**src/rtl/cache_pkg.sv**
```systemverilog
// -----------------------------------------------------------------------------
// cache_pkg
// Shared definitions for the cache line fill/eviction sequencer:
//   fill_state_e   - sequencer states
//   calc_beats     - bus beats per cache line
//   calc_logbeats  - width of a beat index
//   beat_offset    - bit offset of a beat inside a line (beat 0 = LSBs)
// -----------------------------------------------------------------------------
package cache_pkg;

    typedef enum logic [1:0] {
        IDLE      = 2'd0,
        WRITEBACK = 2'd1,
        FETCH     = 2'd2,
        COMMIT    = 2'd3
    } fill_state_e;

    function automatic int calc_beats(input int linelen, input int beatw);
        return linelen / beatw;
    endfunction

    function automatic int calc_logbeats(input int linelen, input int beatw);
        return $clog2(linelen / beatw);
    endfunction

    function automatic int beat_offset(input int beat, input int beatw);
        return beat * beatw;
    endfunction

endpackage

```
**src/rtl/cache_beat_counter.sv**
```systemverilog
// -----------------------------------------------------------------------------
// cache_beat_counter
// Beat index counter for line transfers.
//   clk, reset (async, active-low)
//   en        - advance one beat
//   clr       - return to beat 0 (wins over en)
//   count     - current beat index
//   last_beat - count is at the final beat of the line
// The beat count per line is a power of two, so the counter wraps to 0 on
// its own after the last beat; no explicit terminal reload is needed.
// -----------------------------------------------------------------------------
module cache_beat_counter #(
    parameter int W = 2
) (
    input  logic         clk,
    input  logic         reset,
    input  logic         en,
    input  logic         clr,
    output logic [W-1:0] count,
    output logic         last_beat
);

    always_ff @(posedge clk or negedge reset) begin
        if (!reset) begin
            count <= '0;
        end else if (clr) begin
            count <= '0;
        end else if (en) begin
            count <= count + W'(1);
        end
    end

    assign last_beat = &count;

endmodule

```
**src/rtl/cache_line_fill_ctrl.sv**
```systemverilog
// -----------------------------------------------------------------------------
// cache_line_fill_ctrl
// Per-miss line fill / eviction sequencer. On an accepted miss it latches the
// victim way and line, writes the old line back beat by beat if dirty, fetches
// the new line beat by beat, then commits it with a one-cycle strobe set.
//
// Ports
//   clk, reset (async, active-low)
//   MissReq, FlushStage          - miss request / flush of requesting stage
//   VictimWay/Dirty/Line         - victim info, sampled only at accept
//   BusAck, BusRData             - beat handshake and read data
//   BusReq, BusWrite, BusWData   - bus transaction, direction, write data
//   BeatCount                    - current beat index
//   FillWay, FillLine            - latched victim way, assembled line
//   LineWriteEn, SetValid,
//   ClearDirty, LRUWriteEn       - one-cycle commit strobes
//   Stall                        - hold the pipeline
//
// state     | meaning
// ----------+--------------------------------------------------------------
// IDLE      | waiting for MissReq & ~FlushStage
// WRITEBACK | writing dirty victim line to the bus, one beat per BusAck
// FETCH     | reading the new line from the bus, one beat per BusAck
// COMMIT    | single-cycle write of FillLine into FillWay
// -----------------------------------------------------------------------------
module cache_line_fill_ctrl
    import cache_pkg::*;
#(
    parameter  int NUMWAYS  = 4,
    parameter  int LINELEN  = 256,
    parameter  int BEATW    = 64,
    localparam int BEATS    = calc_beats(LINELEN, BEATW),
    localparam int LOGBEATS = calc_logbeats(LINELEN, BEATW)
) (
    input  logic                clk,
    input  logic                reset,
    input  logic                MissReq,
    input  logic                FlushStage,
    input  logic [NUMWAYS-1:0]  VictimWay,
    input  logic                VictimDirty,
    input  logic [LINELEN-1:0]  VictimLine,
    input  logic                BusAck,
    input  logic [BEATW-1:0]    BusRData,
    output logic                BusReq,
    output logic                BusWrite,
    output logic [BEATW-1:0]    BusWData,
    output logic [LOGBEATS-1:0] BeatCount,
    output logic [NUMWAYS-1:0]  FillWay,
    output logic [LINELEN-1:0]  FillLine,
    output logic                LineWriteEn,
    output logic                SetValid,
    output logic                ClearDirty,
    output logic                LRUWriteEn,
    output logic                Stall
);

    fill_state_e          state, state_nxt;
    logic [LINELEN-1:0]   wb_buf;
    logic                 accept;
    logic                 last_beat;
    logic                 beat_en;
    logic                 commit;

    assign accept  = (state == IDLE) && MissReq && !FlushStage;
    assign beat_en = ((state == WRITEBACK) || (state == FETCH)) && BusAck;

    cache_beat_counter #(
        .W (LOGBEATS)
    ) u_beat_counter (
        .clk       (clk),
        .reset     (reset),
        .en        (beat_en),
        .clr       (accept),
        .count     (BeatCount),
        .last_beat (last_beat)
    );

    always_ff @(posedge clk or negedge reset) begin
        if (!reset) begin
            state <= IDLE;
        end else begin
            state <= state_nxt;
        end
    end

    always_comb begin
        state_nxt = state;
        BusReq    = 1'b0;
        BusWrite  = 1'b0;
        commit    = 1'b0;
        case (state)
            IDLE: begin
                if (accept) begin
                    state_nxt = VictimDirty ? WRITEBACK : FETCH;
                end
            end
            WRITEBACK: begin
                BusReq   = 1'b1;
                BusWrite = 1'b1;
                if (BusAck && last_beat) begin
                    state_nxt = FETCH;
                end
            end
            FETCH: begin
                BusReq = 1'b1;
                if (BusAck && last_beat) begin
                    state_nxt = COMMIT;
                end
            end
            COMMIT: begin
                commit    = 1'b1;
                state_nxt = IDLE;
            end
            default: begin
                state_nxt = IDLE;
            end
        endcase
    end

    // Victim data is captured once at accept so later changes on the
    // replacement/data-array side cannot corrupt an in-flight writeback.
    always_ff @(posedge clk or negedge reset) begin
        if (!reset) begin
            FillWay  <= '0;
            FillLine <= '0;
            wb_buf   <= '0;
        end else begin
            if (accept) begin
                FillWay <= VictimWay;
                wb_buf  <= VictimLine;
            end
            if ((state == FETCH) && BusAck) begin
                FillLine[beat_offset(int'(BeatCount), BEATW) +: BEATW] <= BusRData;
            end
        end
    end

    assign BusWData    = BusWrite ? wb_buf[beat_offset(int'(BeatCount), BEATW) +: BEATW]
                                  : '0;
    assign LineWriteEn = commit;
    assign SetValid    = commit;
    assign ClearDirty  = commit;
    assign LRUWriteEn  = commit;
    assign Stall       = accept || (state != IDLE);

endmodule

```
**config.mk**
```make
export PLATFORM = sky130hd
export DESIGN_NAME = cache_line_fill_ctrl
export DESIGN_NICKNAME = d
export VERILOG_FILES = /design/src/rtl/cache_pkg.sv /design/src/rtl/cache_beat_counter.sv /design/src/rtl/cache_line_fill_ctrl.sv
export SDC_FILE = /design/constraint.sdc
export NUM_CORES = 1
export LEC_CHECK = 0
export BUFFER_PORTS_ARGS = -buffer_cell sky130_fd_sc_hd__buf_4
export CELL_PAD_IN_SITES_DETAIL_PLACEMENT = 1
export CELL_PAD_IN_SITES_GLOBAL_PLACEMENT = 1
export CORE_UTILIZATION = 25
export DETAILED_ROUTE_END_ITERATION = 8
export GPL_TIMING_DRIVEN = 0
export PLACE_DENSITY_LB_ADDON = 0.2
export SLEW_MARGIN = 40
export SYNTH_ARGS = -nofsm -noshare
export SYNTH_HDL_FRONTEND = slang
export SYNTH_HIERARCHICAL = 1
export SYNTH_SLANG_ARGS = --single-unit
```
**constraint.sdc**
```tcl
create_clock -name clk -period 2.8 [get_ports clk]
set_input_delay 0.28 -clock clk [delete_from_list [all_inputs] [get_ports clk]]
set_output_delay 0.28 -clock clk [all_outputs]
set_load 0.005 [all_outputs]
```
==> results of run 1 <==
layer usage:
layer,vias to the layer above,share of wire,GRT usage
li1,7554,-,-
met5,-,0.00031,0
met3,160,0.053,0.0437
met4,4,0.037,0.0859
met2,499,0.51,0.350
met1,8834,0.40,0.243
through the flow:
stage,setup TNS (ns),cells
global route,-0.0224,3756
finish,0,3758
floorplan,0,1498
detailed placement,-247.41,3304
CTS,-0.00301,3746
global placement,-2501.64,3293
synth_stat cells:
master       n  share of area
o21ai_1     40         0.0093
nor4b_2      1        0.00070
nor2_1       3        0.00053
nor2_4       1        0.00053
buf_4        7         0.0025
dfrtp_1    520           0.61
a22o_1     170          0.070
xnor2_1      1        0.00041
inv_1        6         0.0011
mux2_1       6         0.0032
o21ai_0     46          0.011
a21oi_1      1        0.00023
buf_2       44          0.010
ha_1        11         0.0064
nor4b_4      1         0.0011
nand2_1    175          0.031
a2bb2oi_1    1        0.00041
buf_6       20          0.011
mux4_2      64          0.067
buf_1        1        0.00018
inv_2        1        0.00018
mux2i_1      5         0.0023
nand2b_1     1        0.00029
nand3_1      4        0.00093
nor4_4       1        0.00099
nor4_2       2         0.0012
and2_1      65          0.019
mux2_2     254           0.13
clkbuf_1    45         0.0079
and4bb_2     1        0.00058
cells by family (layout without fill, tap and decap cells):
| family | Yosys count | in the layout |
|---|---|---|
| DFF | 520 | 520 |
| AOI/OAI and AO/OA | 258 | 258 |
| and+or+nand+nor | 255 | 255 |
| buffers and inverters | 124 | 1238 |
| adders and majority gates | 11 | 11 |
| xor gates and xnor gates | 1 | 1 |
| muxes | 329 | 329 |
| other | 0 | 12 |
state kept, by name, indices dropped and copies added, names as in the netlist:
register / cells
FillLine: 256
FillWay: 4
wb_buf: 256
u_beat_counter/count: 2
state: 2
how the worst max path moves through the flow:
stage	slack (ns)	endpoint	depth (start not counted)	start
floorplan	0.31	FillLine[10]$_DFFE_PN0P_	7	u_beat_counter/count[1]$_DFFE_PN0P_
global placement	-4.41	FillLine[16]$_DFFE_PN0P_	1	reset
detailed placement	-1.27	FillLine[102]$_DFFE_PN0P_	9	u_beat_counter/count[1]$_DFFE_PN0P_
CTS	-0.003	FillLine[91]$_DFFE_PN0P_	9	u_beat_counter/count[1]$_DFFE_PN0P_
global route	-0.007	BusWData[45]	6	u_beat_counter/count[0]$_DFFE_PN0P_
finish	0.12	BusWData[33]	6	u_beat_counter/count[0]$_DFFE_PN0P_
power breakdown:
| part | internal (mW) | total, mW | switching (mW) |
|---|---|---|---|
| Clock | 4.94 | 8.39 | 3.45 |
| Sequential | 10.6 | 12.4 | 1.78 |
| Combinational | 7.02 | 12.1 | 5.09 |
| Total | 22.6 | 32.9 | 10.3 |
cells in the final DEF (no fill, tap or decap), types with 2 or more instances in the layout:
cell type      Yosys  final
dfrtp_2            0      2
inv_6              0      2
clkinv_2           0      9
buf_16             0      7
a22o_1           170    170
inv_1              6      6
clkbuf_16          0     67
ha_1              11     10
clkbuf_2           0     16
and2_1            65     65
buf_6             20     22
clkinv_4           0      2
bufinv_16          0      2
dlygate4sd3_1      0    325
buf_8              0      2
clkbuf_1          45     41
diode_2            0     12
nand3_2            0      2
mux2_1             6      6
clkbuf_8           0     13
o21ai_0           46     46
mux2_2           254    254
mux4_2            64     64
nor2_1             3      3
nor4_2             2      2
o21ai_1           40     40
nand2_1          175    175
buf_4              7    679
mux2i_1            5      5
clkbuf_4           0      2
clkinv_8           0      4
buf_2             44     36
dfrtp_1          520    518
final cells by class:
| class | instances | area share |
|---|---|---|
| multi-input cells | 854 | 0.230 |
| repair buffers | 1002 | 0.253 |
| clock buffers | 92 | 0.0566 |
| inverters | 7 | 0.000783 |
| plain buffers | 117 | 0.0220 |
| diodes | 12 | 0.000895 |
| clock inverters | 20 | 0.00634 |
| well taps | 1134 | 0.0423 |
| flip-flops and latches | 520 | 0.388 |
worst reg2reg max path, stage by stage, from the launching register on:
cell and delay (ns):
dfrtp_2 0.49, buf_6 0.22, buf_6 0.21, inv_1 0.12, ha_2 0.45, and4bb_2 0.24, buf_2 0.26, clkbuf_4 0.27
nand2_1 0.08, o21ai_0 0.14
what timing repair did:
| action | CTS | global route |
|---|---|---|
| resized for setup | 33 | 7 |
| cloned | 0 | 0 |
| hold endpoints to repair | 578 | 0 |
| hold buffers | 325 | 0 |
| buffers inserted | 5 | 0 |
| pin swaps | 2 | 0 |
| endpoints found under the setup margin | 316 | 117 |
==> results by group, run 1 <==
Drt
  – 1st-pass router iterations: 5
  – DRT iter0 DRCs: between 600 and 700
  – Final ANT Viol Nets: 0
  – Wire per inst: approximately 23 microns
  – Remaining DRCs: 0
  – Routed via count: 17.1k
  – Vias/cell: 4.54
  – DRT Wirelength: 87900 microns

Min path
  – Hold Path Sink: state[0]$_DFFE_PN0P_
  – Hold Path Stages: 3
  – Hold_sp: VictimDirty
  – Hold Crit Class: in -> reg

Critical path
  – Maximum fanout along the worst path: 10
  – Delay-heaviest family, CP: buffers and inverters
  – Crit-path slowest cell: mux4_2
  – Crit end category: primary output
  – FF-to-FF End: FillLine[91]$_DFFE_PN0P_
  – Crit path kind: reg -> out
  – CP most frequent cell: buf_6
  – Crit path DAT: 2.40 ns
  – Critical path, cell by cell: buf_6, buf_8, buf_6, mux4_2, and2_1, buf_4
  – FF-to-FF path depth: 9
  – Worst Path Buf+Inv: 4
  – Worst endpoint required time: 2.52 ns
  – Worst reg2reg setup slack: 0.25 ns
  – Slowest cell delay on critical path: 0.53 ns
  – Start of the worst register-to-register path: u_beat_counter/count[1]$_DFFE_PN0P_
  – Startpoint Class: flop

STA
  – Final setup fails: 0
  – Unrepaired setup endpoints after global routing: true
  – Hold Fails Final Rpt: 0
  – Least-Margin Pin Slew: 0.732 ns
  – Slew margin rel.: 0.512
  – Final Max Slew Viols: 0
  – Hold_ws: 0.0818 ns
  – Fin crit period: 2.68 ns
  – Worst setup margin: 0.123 ns
  – Peak Freq: 374 MHz
  – Clk_skew: 0.0344 ns
  – Period Utilization, post-route: 0.956

CTS
  – Root Buffer: clkbuf_16
  – CTS tree: built
  – H-Tree Depth: 3
  – TritonCTS Buffers: 66
  – Clock Sinks: 520
  – Reg clk slew, reported paths: about 0.05 ns
  – Clk_lat worst skew: ~0.60 ns
  – Worst-case clock buffer depth: 3

GRT
  – Overall routing resource usage: 0.203
  – GRT Residual Overflow: 0
  – Largest net degree at the start of global routing: 73
  – Initial antenna violation count: 14
  – Global-route wire length before repair: around 130000 microns
  – Number of global-route vias before repair: 19.5k

Pwr
  – VDD IR max: 0.434 mV
  – Final Power: 32.9 mW
  – Power Density: 980 mW/mm^2
  – Pleak: 15.6 nW

Place
  – Final Wtd Congestion: roughly 0.8
  – Pre-CTS worst setup slack: -1.27 ns
  – I/O Buffers: 661
  – Cell area after placement: 0.0280 sq mm
  – Hpwl dp: 64800 microns

Floorplanning
  – Die area: 0.0868 sq mm
  – CORE AREA: 0.0842 sq mm
  – Die width: 295 microns
  – Chip height: 295 microns
  – # IOs: 663
  – Starting Density: 0.254
  – Row count: between 100 and 150

Cells and area
  – Layout cells sized above 1: 0.458
  – Fillers: between 8k and 9k
  – Register area: 0.0130 sq mm
  – Design Area, Final: between 0.03 and 0.04 sq mm
  – P&R area growth vs syn: 56.7%
  – Final Util: 0.399
  – Final net count: 2909
  – Multi-input logic area: 0.00773 sq mm

Job
  – Max Cap Viol: 0

Yosys
  – Synth warn: 6
  – Sequential share of the synthesized area: 0.608
  – Post-synthesis cell type count: 30
  – XOR/XNOR Fraction of Synth Area: 0.000409
  – Syn_area_per_cell: 14.3 sq um
  – Synth Area in Compound Gates: 0.0903
  – Synth Area in Adders: 0.00643
  – Mapped Cells: 1498
  – Synth Area in Simple Gates: 0.0565
  – Synth Net Count: 1839
  – Flops & latches, synth: between 500 and 600
  – Post-synthesis mux area share: 0.206
  – Synthesized area: 0.0214 sq mm
  – Combinational family with the most area after synthesis: multiplexers

Status
  – Status: finished, final reports clean
Power figures use the tool's default switching activity.
==> run 2, diff against run 1 <==
--- a/config.mk
+++ b/config.mk
@@ -6,8 +6,6 @@
 export NUM_CORES = 1
 export LEC_CHECK = 0
 export BUFFER_PORTS_ARGS = -buffer_cell sky130_fd_sc_hd__buf_4
-export CELL_PAD_IN_SITES_DETAIL_PLACEMENT = 1
-export CELL_PAD_IN_SITES_GLOBAL_PLACEMENT = 1
 export CORE_UTILIZATION = 25
 export DETAILED_ROUTE_END_ITERATION = 8
 export GPL_TIMING_DRIVEN = 0
==> run 2 against run 1 <==
Global-route usage is 1.3 points lower. Hold slack got worse by 0.012 ns. Fmax decreased by 0.27%. Largest power group unchanged.
==> results by group, run 2 (synthesis results as in run 1) <==
Status
  – Status: finished, final reports clean

STA
  – Final Max Slew Viols: 0
  – Least-Margin Pin Slew: a little under 0.7 ns
  – Peak Freq: 373 MHz
  – Period Utilization, post-route: 0.959
  – Fin crit period: 2.68 ns
  – Slew margin rel.: 0.538
  – Unrepaired setup endpoints after global routing: false
  – Hold Fails Final Rpt: 0
  – Final setup fails: 0
  – Worst setup margin: 0.116 ns
  – Clk_skew: 0.0161 ns

GRT
  – Number of global-route vias before repair: 18.7k
  – Largest net degree at the start of global routing: 75
  – GRT Residual Overflow: 0
  – Global-route wire length before repair: 123000 microns
  – Overall routing resource usage: 0.190
  – Initial antenna violation count: 8

Pwr
  – Power Density: 973 mW/mm^2
  – Sequential share of power: 0.379
  – Final Power: 32.6 mW
  – P_sw: 10.0 mW
  – Sw Ratio: 0.307
  – Clk pwr share: 0.254
  – VDD IR max: approximately 0.42 mV
  – Comb pwr share: 0.367
  – Pleak: 15.6 nW
  – Pint: 22.6 mW

Place
  – Hpwl dp: 62500 microns
  – Final Wtd Congestion: 0.807
  – Pre-CTS worst setup slack: -1.25 ns
  – Placed cells: between 3k and 4k
  – I/O Buffers: 661

Critical path
  – Startpoint Class: flop
  – Critical path, cell by cell: buf_4, clkbuf_2, mux4_2, and2_1, buf_4
  – Maximum fanout along the worst path: 10
  – Crit end category: primary output
  – Crit-path slowest cell: dfrtp_2
  – Worst endpoint required time: 2.52 ns
  – CP most frequent cell: buf_4
  – Crit path kind: reg -> out
  – Crit path DAT: 2.40 ns
  – Slowest cell delay on critical path: 0.45 ns

Cells and area
  – Final Util: 0.398
  – Layout cells sized above 1: 0.457
  – Most common cell after layout, fill and taps aside: buf_4
  – Register area: 0.0130 sq mm
  – Fillers: 8065
  – Most frequent cells in the layout: buf_4, dfrtp_1, dlygate4sd3_1
  – Multi-input logic area: between 0.007 and 0.008 sq mm
  – Final net count: 2904
  – Regs by FF count: FillLine: 256 flops, wb_buf: 256 flops, FillWay: 4 flops
  – Layout Cells excl Fill: 3750
  – P&R area growth vs syn: 56.6%

CTS
  – Reg clk slew, reported paths: 0.06 ns
  – TritonCTS Buffers: 60
  – Clk_lat worst skew: 0.61 ns
  – Worst-case clock buffer depth: 3
  – H-Tree Depth: 2
  – CTS tree: built
  – Clock Sinks: 520
  – Root Buffer: clkbuf_16

Drt
  – 1st-pass router iterations: 5
  – Final ANT Viol Nets: 0
  – Vias/cell: 4.53
  – Routed via count: 17.0k
  – Wire per inst: 22.3 microns
  – DRT Wirelength: about 84000 microns
  – Remaining DRCs: 0
  – DRT iter0 DRCs: 871

Job
  – Max Cap Viol: 0

Floorplanning
  – Die width: 295 microns
  – Starting Density: 0.254
  – Die area: 0.0868 sq mm
  – Chip height: approximately 290 microns
  – # IOs: between 600 and 700
  – Row count: roughly 110
  – CORE AREA: 0.0842 sq mm

Min path
  – Hold Crit Class: in -> async
## run 2: changes by cell type in the layout (fill, tap and decap cells not counted), moves of 3 or more
| cell | change |
|---|---|
| buf_6 | -4 |
| bufinv_16 | +4 |
| clkbuf_16 | -6 |
| clkbuf_4 | +3 |
| clkbuf_8 | +4 |
| clkinv_8 | -4 |
| diode_2 | -6 |
## run 2: worst max-delay path: cells and delay by family, from the launching register on
kind                   cells  cell delay (ns)
buffers and inverters      3             0.77
DFF                        1             0.45
muxes                      1             0.37
and+or+nand+nor            1             0.19
## run 2: layout make-up
| cell class | instances | share of cell area |
|---|---|---|
| sequential | 520 | 0.388 |
| antenna | 6 | 0.000448 |
| buffer | 117 | 0.0223 |
| tap | 1134 | 0.0423 |
| clock buffer | 90 | 0.0538 |
| multi-input combinational | 854 | 0.230 |
| clock inverter | 19 | 0.00787 |
| inverter | 7 | 0.000784 |
| timing repair buffer | 1003 | 0.254 |
## run 2: power groups by stage
stage	Sequential, mW	Combinational, mW	Clock (mW)
finish	12.4	12.0	8.27
global route	12.7	12.9	8.77
CTS	12.3	12.2	8.50
detailed placement	12.5	11.6	0
global placement	12.3	11.4	0
floorplan	12.0	6.25	0
## run 2: layer usage
metal	vias to the layer above	wire (microns)	global-route usage
li1	7566	-	-
met1	8781	34200	0.237
met2	478	42300	0.324
met3	145	4180	0.0343
met4	4	2960	0.0739
met5	-	27	0
## run 2: path summary, 6_finish.rpt
check | from | to | slack (ns) | cells past startpoint
worst min register to register | FillLine[231]$_DFFE_PN0P_ | FillLine[231]$_DFFE_PN0P_ | 0.48 | 2
max in group asynchronous | reset | FillLine[86]$_DFFE_PN0P_ | 1.31 | 5
worst min-delay path | reset | wb_buf[178]$_DFFE_PN0P_ | 0.07 | 2
min in group clk | BusAck | u_beat_counter/count[0]$_DFFE_PN0P_ | 0.20 | 4
worst max register to register | u_beat_counter/count[1]$_DFFE_PN0P_ | FillLine[85]$_DFFE_PN0P_ | 0.20 | 9
worst max-delay path | u_beat_counter/count[1]$_DFFE_PN0P_ | BusWData[51] | 0.12 | 5
## run 2: through the flow
stage               instance area [sq um]  hold slack [ns]   TNS, ns
floorplan                           21400          -0.0156         0
global placement                    27800            0.465  -2440.00
detailed placement                  28000           0.0946   -236.36
CTS                                 33500          0.00554         0
global route                        33500           0.0444         0
finish                              33500           0.0701         0
## run 2: what timing repair did
item / CTS / global route
endpoints found under the hold margin: 586 / 0
setup buffers: 5 / 1
hold buffers: 326 / 0
pin swaps: 1 / 0
gates resized for setup: 33 / 10
setup endpoints to repair: 316 / 115
